### config.mk
export PLATFORM = sky130hd
export DESIGN_NAME = snow64_long_div_u16_by_u8_seq_flat
export DESIGN_NICKNAME = d
export VERILOG_FILES = /design/src/rtl/snow64_long_div_u16_by_u8_seq_if.sv /design/src/rtl/snow64_long_div_u16_by_u8_seq.sv /design/src/flat_wrapper.sv
export SDC_FILE = /design/constraint.sdc
export NUM_CORES = 1
export LEC_CHECK = 0
export CAP_MARGIN = 30
export CORE_ASPECT_RATIO = 1.4
export CORE_UTILIZATION = 59
export DETAILED_ROUTE_END_ITERATION = 10
export GPL_TIMING_DRIVEN = 0
export PLACE_DENSITY = 0.82
export SETUP_SLACK_MARGIN = 0.1
export SYNTH_ARGS = -nofsm -noshare
export SYNTH_HDL_FRONTEND = slang
export SYNTH_SLANG_ARGS = --single-unit
### constraint.sdc
create_clock -name clk -period 5.35 [get_ports clk]
set_input_delay 1.07 -clock clk [delete_from_list [all_inputs] [get_ports clk]]
set_output_delay 1.07 -clock clk [all_outputs]
set_load 0.005 [all_outputs]
### src/rtl/snow64_long_div_u16_by_u8_seq_if.sv
// Handshake bundle for the u16/u8 divide request sequencer: request port,
// divider command/result port and response port.
// master: the surrounding logic (issue, divider, writeback).
// slave: the sequencer itself.
interface snow64_long_div_u16_by_u8_seq_if #(
    parameter int unsigned TAG_WIDTH = 4
);
    // request side (from ALU issue)
    logic                 in_req_valid;
    logic                 in_req_ready;
    logic [15:0]          in_req_a;
    logic [7:0]           in_req_b;
    logic [TAG_WIDTH-1:0] in_req_tag;

    // divider command / result side
    logic                 div_start;
    logic [15:0]          div_a;
    logic [7:0]           div_b;
    logic                 div_can_accept_cmd;
    logic                 div_data_valid;
    logic [15:0]          div_data;

    // response side (to ALU writeback)
    logic                 out_rsp_valid;
    logic                 out_rsp_ready;
    logic [15:0]          out_rsp_quot;
    logic [7:0]           out_rsp_rem;
    logic                 out_rsp_div_by_zero;
    logic [TAG_WIDTH-1:0] out_rsp_tag;

    modport master (
        output in_req_valid, in_req_a, in_req_b, in_req_tag,
        input  in_req_ready,
        input  div_start, div_a, div_b,
        output div_can_accept_cmd, div_data_valid, div_data,
        input  out_rsp_valid, out_rsp_quot, out_rsp_rem, out_rsp_div_by_zero, out_rsp_tag,
        output out_rsp_ready
    );

    modport slave (
        input  in_req_valid, in_req_a, in_req_b, in_req_tag,
        output in_req_ready,
        output div_start, div_a, div_b,
        input  div_can_accept_cmd, div_data_valid, div_data,
        output out_rsp_valid, out_rsp_quot, out_rsp_rem, out_rsp_div_by_zero, out_rsp_tag,
        input  out_rsp_ready
    );
endinterface

### src/rtl/snow64_long_div_u16_by_u8_seq.sv
// Request sequencer for the radix-8 u16/u8 long divider.
// Queues divide requests in a small FIFO, issues one at a time to the
// divider, derives the remainder from the returned quotient, flags
// divide-by-zero without touching the divider, and returns tagged
// results in request order over a valid/ready port.
module snow64_long_div_u16_by_u8_seq #(
    parameter int unsigned TAG_WIDTH  = 4,
    parameter int unsigned FIFO_DEPTH = 4
) (
    input  logic                            clk,
    input  logic                            rst_n,
    snow64_long_div_u16_by_u8_seq_if.slave  bus
);

    localparam int unsigned PTR_W = (FIFO_DEPTH > 1) ? $clog2(FIFO_DEPTH) : 1;
    localparam int unsigned CNT_W = $clog2(FIFO_DEPTH + 1);

    typedef struct packed {
        logic [15:0]          a;
        logic [7:0]           b;
        logic [TAG_WIDTH-1:0] tag;
    } req_t;

    typedef enum logic [1:0] {
        S_IDLE,
        S_ISSUE,
        S_WAIT,
        S_RSP
    } state_t;

    // ------------------------------------------------------------------
    // Request FIFO
    // ------------------------------------------------------------------
    req_t                 fifo_mem [FIFO_DEPTH];
    logic [PTR_W-1:0]     wr_ptr;
    logic [PTR_W-1:0]     rd_ptr;
    logic [CNT_W-1:0]     count;
    logic [CNT_W-1:0]     count_next;
    logic                 req_ready;
    logic                 push;
    logic                 pop;
    logic                 fifo_empty;
    req_t                 head;
    req_t                 wr_entry;

    // ------------------------------------------------------------------
    // Sequencer state, operand and response registers
    // ------------------------------------------------------------------
    state_t               state;
    logic [15:0]          op_a;
    logic [7:0]           op_b;
    logic [TAG_WIDTH-1:0] op_tag;

    logic                 rsp_valid;
    logic [15:0]          rsp_quot;
    logic [7:0]           rsp_rem;
    logic                 rsp_dbz;
    logic [TAG_WIDTH-1:0] rsp_tag;

    logic [15:0]          rem_prod;
    logic [15:0]          rem_diff;

    assign fifo_empty = (count == '0);
    assign push       = bus.in_req_valid && req_ready;
    assign pop        = (state == S_IDLE) && !fifo_empty;
    assign head       = fifo_mem[rd_ptr];

    assign wr_entry.a   = bus.in_req_a;
    assign wr_entry.b   = bus.in_req_b;
    assign wr_entry.tag = bus.in_req_tag;

    // Next occupancy; ready is registered from it so it always equals !full.
    always_comb begin
        count_next = count;
        if (push && !pop) begin
            count_next = count + CNT_W'(1);
        end else if (!push && pop) begin
            count_next = count - CNT_W'(1);
        end
    end

    // FIFO pointers, occupancy and registered ready.
    always_ff @(posedge clk or negedge rst_n) begin
        if (!rst_n) begin
            wr_ptr    <= '0;
            rd_ptr    <= '0;
            count     <= '0;
            req_ready <= 1'b1;
        end else begin
            if (push) begin
                wr_ptr <= wr_ptr + PTR_W'(1);
            end
            if (pop) begin
                rd_ptr <= rd_ptr + PTR_W'(1);
            end
            count     <= count_next;
            req_ready <= (count_next != CNT_W'(FIFO_DEPTH));
        end
    end

    // FIFO storage; contents are only meaningful below the occupancy count.
    always_ff @(posedge clk) begin
        if (push) begin
            fifo_mem[wr_ptr] <= wr_entry;
        end
    end

    // Remainder from the divider quotient; a 16-bit truncated product is
    // enough because the true remainder is always below the divisor.
    always_comb begin
        rem_prod = 16'(bus.div_data * {8'h00, op_b});
        rem_diff = op_a - rem_prod;
    end

    // Sequencer FSM: pop, issue, wait for the divider, hold the response.
    always_ff @(posedge clk or negedge rst_n) begin
        if (!rst_n) begin
            state     <= S_IDLE;
            op_a      <= '0;
            op_b      <= '0;
            op_tag    <= '0;
            rsp_valid <= 1'b0;
            rsp_quot  <= '0;
            rsp_rem   <= '0;
            rsp_dbz   <= 1'b0;
            rsp_tag   <= '0;
        end else begin
            case (state)
                S_IDLE: begin
                    if (!fifo_empty) begin
                        op_a   <= head.a;
                        op_b   <= head.b;
                        op_tag <= head.tag;
                        if (head.b == '0) begin
                            rsp_quot  <= '0;
                            rsp_rem   <= '0;
                            rsp_dbz   <= 1'b1;
                            rsp_tag   <= head.tag;
                            rsp_valid <= 1'b1;
                            state     <= S_RSP;
                        end else begin
                            state <= S_ISSUE;
                        end
                    end
                end
                S_ISSUE: begin
                    // Also absorbs a divider still finishing a job orphaned by reset.
                    if (bus.div_can_accept_cmd) begin
                        state <= S_WAIT;
                    end
                end
                S_WAIT: begin
                    if (bus.div_data_valid) begin
                        rsp_quot  <= bus.div_data;
                        rsp_rem   <= rem_diff[7:0];
                        rsp_dbz   <= 1'b0;
                        rsp_tag   <= op_tag;
                        rsp_valid <= 1'b1;
                        state     <= S_RSP;
                    end
                end
                S_RSP: begin
                    if (bus.out_rsp_ready) begin
                        rsp_valid <= 1'b0;
                        state     <= S_IDLE;
                    end
                end
                default: begin
                    state <= S_IDLE;
                end
            endcase
        end
    end

    assign bus.in_req_ready        = req_ready;
    assign bus.div_start           = (state == S_ISSUE) && bus.div_can_accept_cmd;
    assign bus.div_a               = op_a;
    assign bus.div_b               = op_b;
    assign bus.out_rsp_valid       = rsp_valid;
    assign bus.out_rsp_quot        = rsp_quot;
    assign bus.out_rsp_rem         = rsp_rem;
    assign bus.out_rsp_div_by_zero = rsp_dbz;
    assign bus.out_rsp_tag         = rsp_tag;

endmodule
### src/flat_wrapper.sv
// flat-port wrapper written by rule: the top's interface ports become plain ports
module snow64_long_div_u16_by_u8_seq_flat 
#(
    parameter int unsigned TAG_WIDTH  = 4,
    parameter int unsigned FIFO_DEPTH = 4
)
  (clk, rst_n, bus_in_req_valid, bus_in_req_a, bus_in_req_b, bus_in_req_tag, bus_in_req_ready, bus_div_start, bus_div_a, bus_div_b, bus_div_can_accept_cmd, bus_div_data_valid, bus_div_data, bus_out_rsp_valid, bus_out_rsp_quot, bus_out_rsp_rem, bus_out_rsp_div_by_zero, bus_out_rsp_tag, bus_out_rsp_ready);
  snow64_long_div_u16_by_u8_seq_if #(.TAG_WIDTH(TAG_WIDTH)) bus_i ();
  input  logic clk;
  input  logic rst_n;
  input wire logic [$bits(bus_i.in_req_valid)-1:0] bus_in_req_valid;
  input wire logic [$bits(bus_i.in_req_a)-1:0] bus_in_req_a;
  input wire logic [$bits(bus_i.in_req_b)-1:0] bus_in_req_b;
  input wire logic [$bits(bus_i.in_req_tag)-1:0] bus_in_req_tag;
  output wire logic [$bits(bus_i.in_req_ready)-1:0] bus_in_req_ready;
  output wire logic [$bits(bus_i.div_start)-1:0] bus_div_start;
  output wire logic [$bits(bus_i.div_a)-1:0] bus_div_a;
  output wire logic [$bits(bus_i.div_b)-1:0] bus_div_b;
  input wire logic [$bits(bus_i.div_can_accept_cmd)-1:0] bus_div_can_accept_cmd;
  input wire logic [$bits(bus_i.div_data_valid)-1:0] bus_div_data_valid;
  input wire logic [$bits(bus_i.div_data)-1:0] bus_div_data;
  output wire logic [$bits(bus_i.out_rsp_valid)-1:0] bus_out_rsp_valid;
  output wire logic [$bits(bus_i.out_rsp_quot)-1:0] bus_out_rsp_quot;
  output wire logic [$bits(bus_i.out_rsp_rem)-1:0] bus_out_rsp_rem;
  output wire logic [$bits(bus_i.out_rsp_div_by_zero)-1:0] bus_out_rsp_div_by_zero;
  output wire logic [$bits(bus_i.out_rsp_tag)-1:0] bus_out_rsp_tag;
  input wire logic [$bits(bus_i.out_rsp_ready)-1:0] bus_out_rsp_ready;
  assign bus_i.in_req_valid = bus_in_req_valid;
  assign bus_i.in_req_a = bus_in_req_a;
  assign bus_i.in_req_b = bus_in_req_b;
  assign bus_i.in_req_tag = bus_in_req_tag;
  assign bus_in_req_ready = bus_i.in_req_ready;
  assign bus_div_start = bus_i.div_start;
  assign bus_div_a = bus_i.div_a;
  assign bus_div_b = bus_i.div_b;
  assign bus_i.div_can_accept_cmd = bus_div_can_accept_cmd;
  assign bus_i.div_data_valid = bus_div_data_valid;
  assign bus_i.div_data = bus_div_data;
  assign bus_out_rsp_valid = bus_i.out_rsp_valid;
  assign bus_out_rsp_quot = bus_i.out_rsp_quot;
  assign bus_out_rsp_rem = bus_i.out_rsp_rem;
  assign bus_out_rsp_div_by_zero = bus_i.out_rsp_div_by_zero;
  assign bus_out_rsp_tag = bus_i.out_rsp_tag;
  assign bus_i.out_rsp_ready = bus_out_rsp_ready;
  snow64_long_div_u16_by_u8_seq #(.TAG_WIDTH(TAG_WIDTH), .FIFO_DEPTH(FIFO_DEPTH)) u_core (.clk(clk), .rst_n(rst_n), .bus(bus_i));
endmodule
==> flow_summary.yaml <==
logic_synthesis:
  synth.area.top_cells: "edfxtp_1 (42%), dfrtp_1 (21%), mux4_2 (7.9%)"
  synth_common_cells: "edfxtp_1 (112), dfrtp_1 (67), nand2_1 (42)"
  synth.ff_latch_count: 180
  synth_top_area_frac: 0.419
  ys_types: 38
  synth_area_leader_cell: "edfxtp_1"
  yosysMostFrequentCell: "edfxtp_1"
  synth_area_um2: 8030
  synth_edf_count: 112
  yosys_warnings: 0
  synth_cells: 506
  avgSynthCellArea_um2: 15.9
  async_flop_share: 0.378
  postSynth.topFlopCell: "edfxtp_1"
  synth_fp_nets: 607
  synth.yosys.seq_area_share: 0.631
detailed_routing:
  wirelength_um: 16300
  drt_first_pass_iters: 5
  drtIter0Drc: 314
  drc: 0
  ant_nets: 0
  wl_per_cell_um: 19.8
  num_vias: 4655
  avgViaCountPerCell: 5.64
worst_setup_path:
  r2r_setup_slack_ns: 1.52
  worst_setup_path_start_kind: "input pin"
  crit_type: "in2reg"
  r2r-start: "u_core.bus.div_b[0]"
  cp-startpoint: "bus_div_data[1]"
  required_ns: 5.67
  cp_data_arrival_time_ns: 4.92
  cp_max_fo: 8
  crit_path_end_kind: "register"
  r2r_cells: 11
die:
  coreArea_um2: 13300
  die_x_um: 101
  rows: 50
  die_h_um: 140
  initial_core_util: 0.603
  ios: 106
  dieArea_um2: 14100
timing:
  fin_tns_setup_ns: 0
  min_period_ns: 4.60
  finalHoldViolations: 0
  slew_headroom: 0.397
  setup_violations: 0
  drv_slew: 0
  worstMarginPinSlew_ns: 0.904
  rsz0062_at_grt: "no"
  fin_worst_skew_ns: 0.00526
  fmax_mhz: 217
  post-route-period-util: 0.860
global_route:
  grt_pass1_wl_um: 25900
  antenna_found_initial: 0
  grt_max_degree: 69
  grt_pass1_vias: 5051
  overflow: 0
  grt_usage: 0.252
placed_design:
  postPlaceCellArea_um2: 9310
  gp_congestion: 0.808
  io_buffer_count: 105
  place_hpwl_um: 11000
pwr:
  p_leak_uw: 0.00384
  powerDensity_nw_per_um2: 728
  worst_ir_drop_vdd_uv: 423
hold_path:
  hold_start: "u_core.bus.out_rsp_rem[0]"
  holdPathStages: 2
  min_path_type: "reg2reg"
layout:
  nFillCells: 858
  nets: 731
  area_delta_synth_final_pct: 23.5
  antenna_cells: 0
  drive_gt1_frac: 0.149
  final_area_um2: 9920
clock_network:
  post_cts_resized: 0
  clk_latency_ns: 0.43
  cts_tree: "built"
  postCtsSetupBuffers: 0
  cts_buffers: 17
  clk_path_buf_depth: 2
  cts.sinks: 180
  cts_max_level: 4
  cts.clk_slew.worst_paths_ns: 0.07
  root_buffer: "clkbuf_16"
  ctsHoldBuffers: 0
status:
  status: "complete, no violations"
job:
  max_cap_violations: 0
==> critical path, stage by stage <==
cell and delay (ns):
clkdlybuf4s50_1 0.57, and2_1 0.25, fa_1 0.48, fa_1 0.59
fa_1 0.44, fa_1 0.44, xor2_1 0.16, xnor2_1 0.20
xnor2_1 0.11, xnor2_1 0.29, xnor2_1 0.12, a22o_1 0.19
==> power by group <==
part           internal (µW)  total, µW  switching, µW
clock network            742       1280            540
logic                   1930       3770           1840
registers               1910       2160            251
total                   4580       7220           2640
==> cells by family after synthesis <==
kind of cell               after synthesis  synth area share
AOI/OAI and AO/OA                       57            0.0502
muxes                                   52             0.112
adders and majority gates               51            0.0944
DFF                                    180             0.631
buffers and inverters                   48            0.0260
xor gates and xnor gates                28            0.0305
and+or+nand+nor                         90            0.0561
==> final timing paths <==
check                                            end
max reg2reg                u_core.bus.out_rsp_rem[7]
min in group asynchronous   u_core.bus.out_rsp_valid
min                        u_core.bus.out_rsp_rem[0]
max                        u_core.bus.out_rsp_rem[7]
max in group asynchronous        u_core.bus.div_a[9]
min reg2reg                u_core.bus.out_rsp_rem[0]
==> metrics by stage <==
stage / cells / power (µW) / setup WS (ns) / hold slack (ns) / utilization
after detailed placement: 793 / 5950 / 0.365 / 0.472 / 0.699
final: 825 / 7220 / 0.750 / 0.481 / 0.744
after CTS: 825 / 7270 / 0.790 / 0.487 / 0.744
after global placement: 793 / 5820 / 0.396 / 0.456 / 0.699
after global routing: 825 / 7680 / 0.685 / 0.507 / 0.744
after floorplan: 506 / 4780 / 1.17 / 0.450 / -
==> layer usage <==
metal  GRT usage  share of wire  vias up
met3      0.0629          0.052       44
met2       0.437           0.54      159
met1       0.290           0.37     2346
li1            -              -     2106
met4       0.124          0.035        0
met5           0              0        -
==> registers in the layout, indices dropped and copies added (netlist names), 3 cells and up <==
name,cells
u_core.bus.out_rsp_tag,4
u_core.bus.out_rsp_quot,16
u_core.op_tag,4
u_core.bus.div_a,16
u_core.fifo_mem,112
u_core.bus.out_rsp_rem,8
u_core.bus.div_b,8
u_core.count,3
==> layout by cell type, fill, tap and decap left out, types with 4 or more instances in the layout <==
cell,count
xor2_1,4
clkbuf_16,17
edfxtp_1,112
a22o_1,18
nand2_1,42
a21oi_1,7
mux2_2,23
o31ai_1,7
clkbuf_1,9
and3_2,4
a22oi_1,5
xnor2_1,24
inv_1,31
mux4_2,28
ha_1,35
and2_1,27
fa_1,16
o21ai_1,11
clkdlybuf4s50_1,104
nor2_1,7
inv_6,4
dfrtp_1,67
==> layout make-up <==
cell class                 instances  area (µm²)  area share
timing repair buffer             105        1050       0.106
inverter                          32         120      0.0121
sequential                       180        5070       0.511
multi-input combinational        278        2760       0.278
buffer                            16        88.8     0.00896
tap                              182         228      0.0230
clock buffer                      18         429      0.0433
clock inverter                    14         178      0.0179
(Power assumes the default switching activity.)
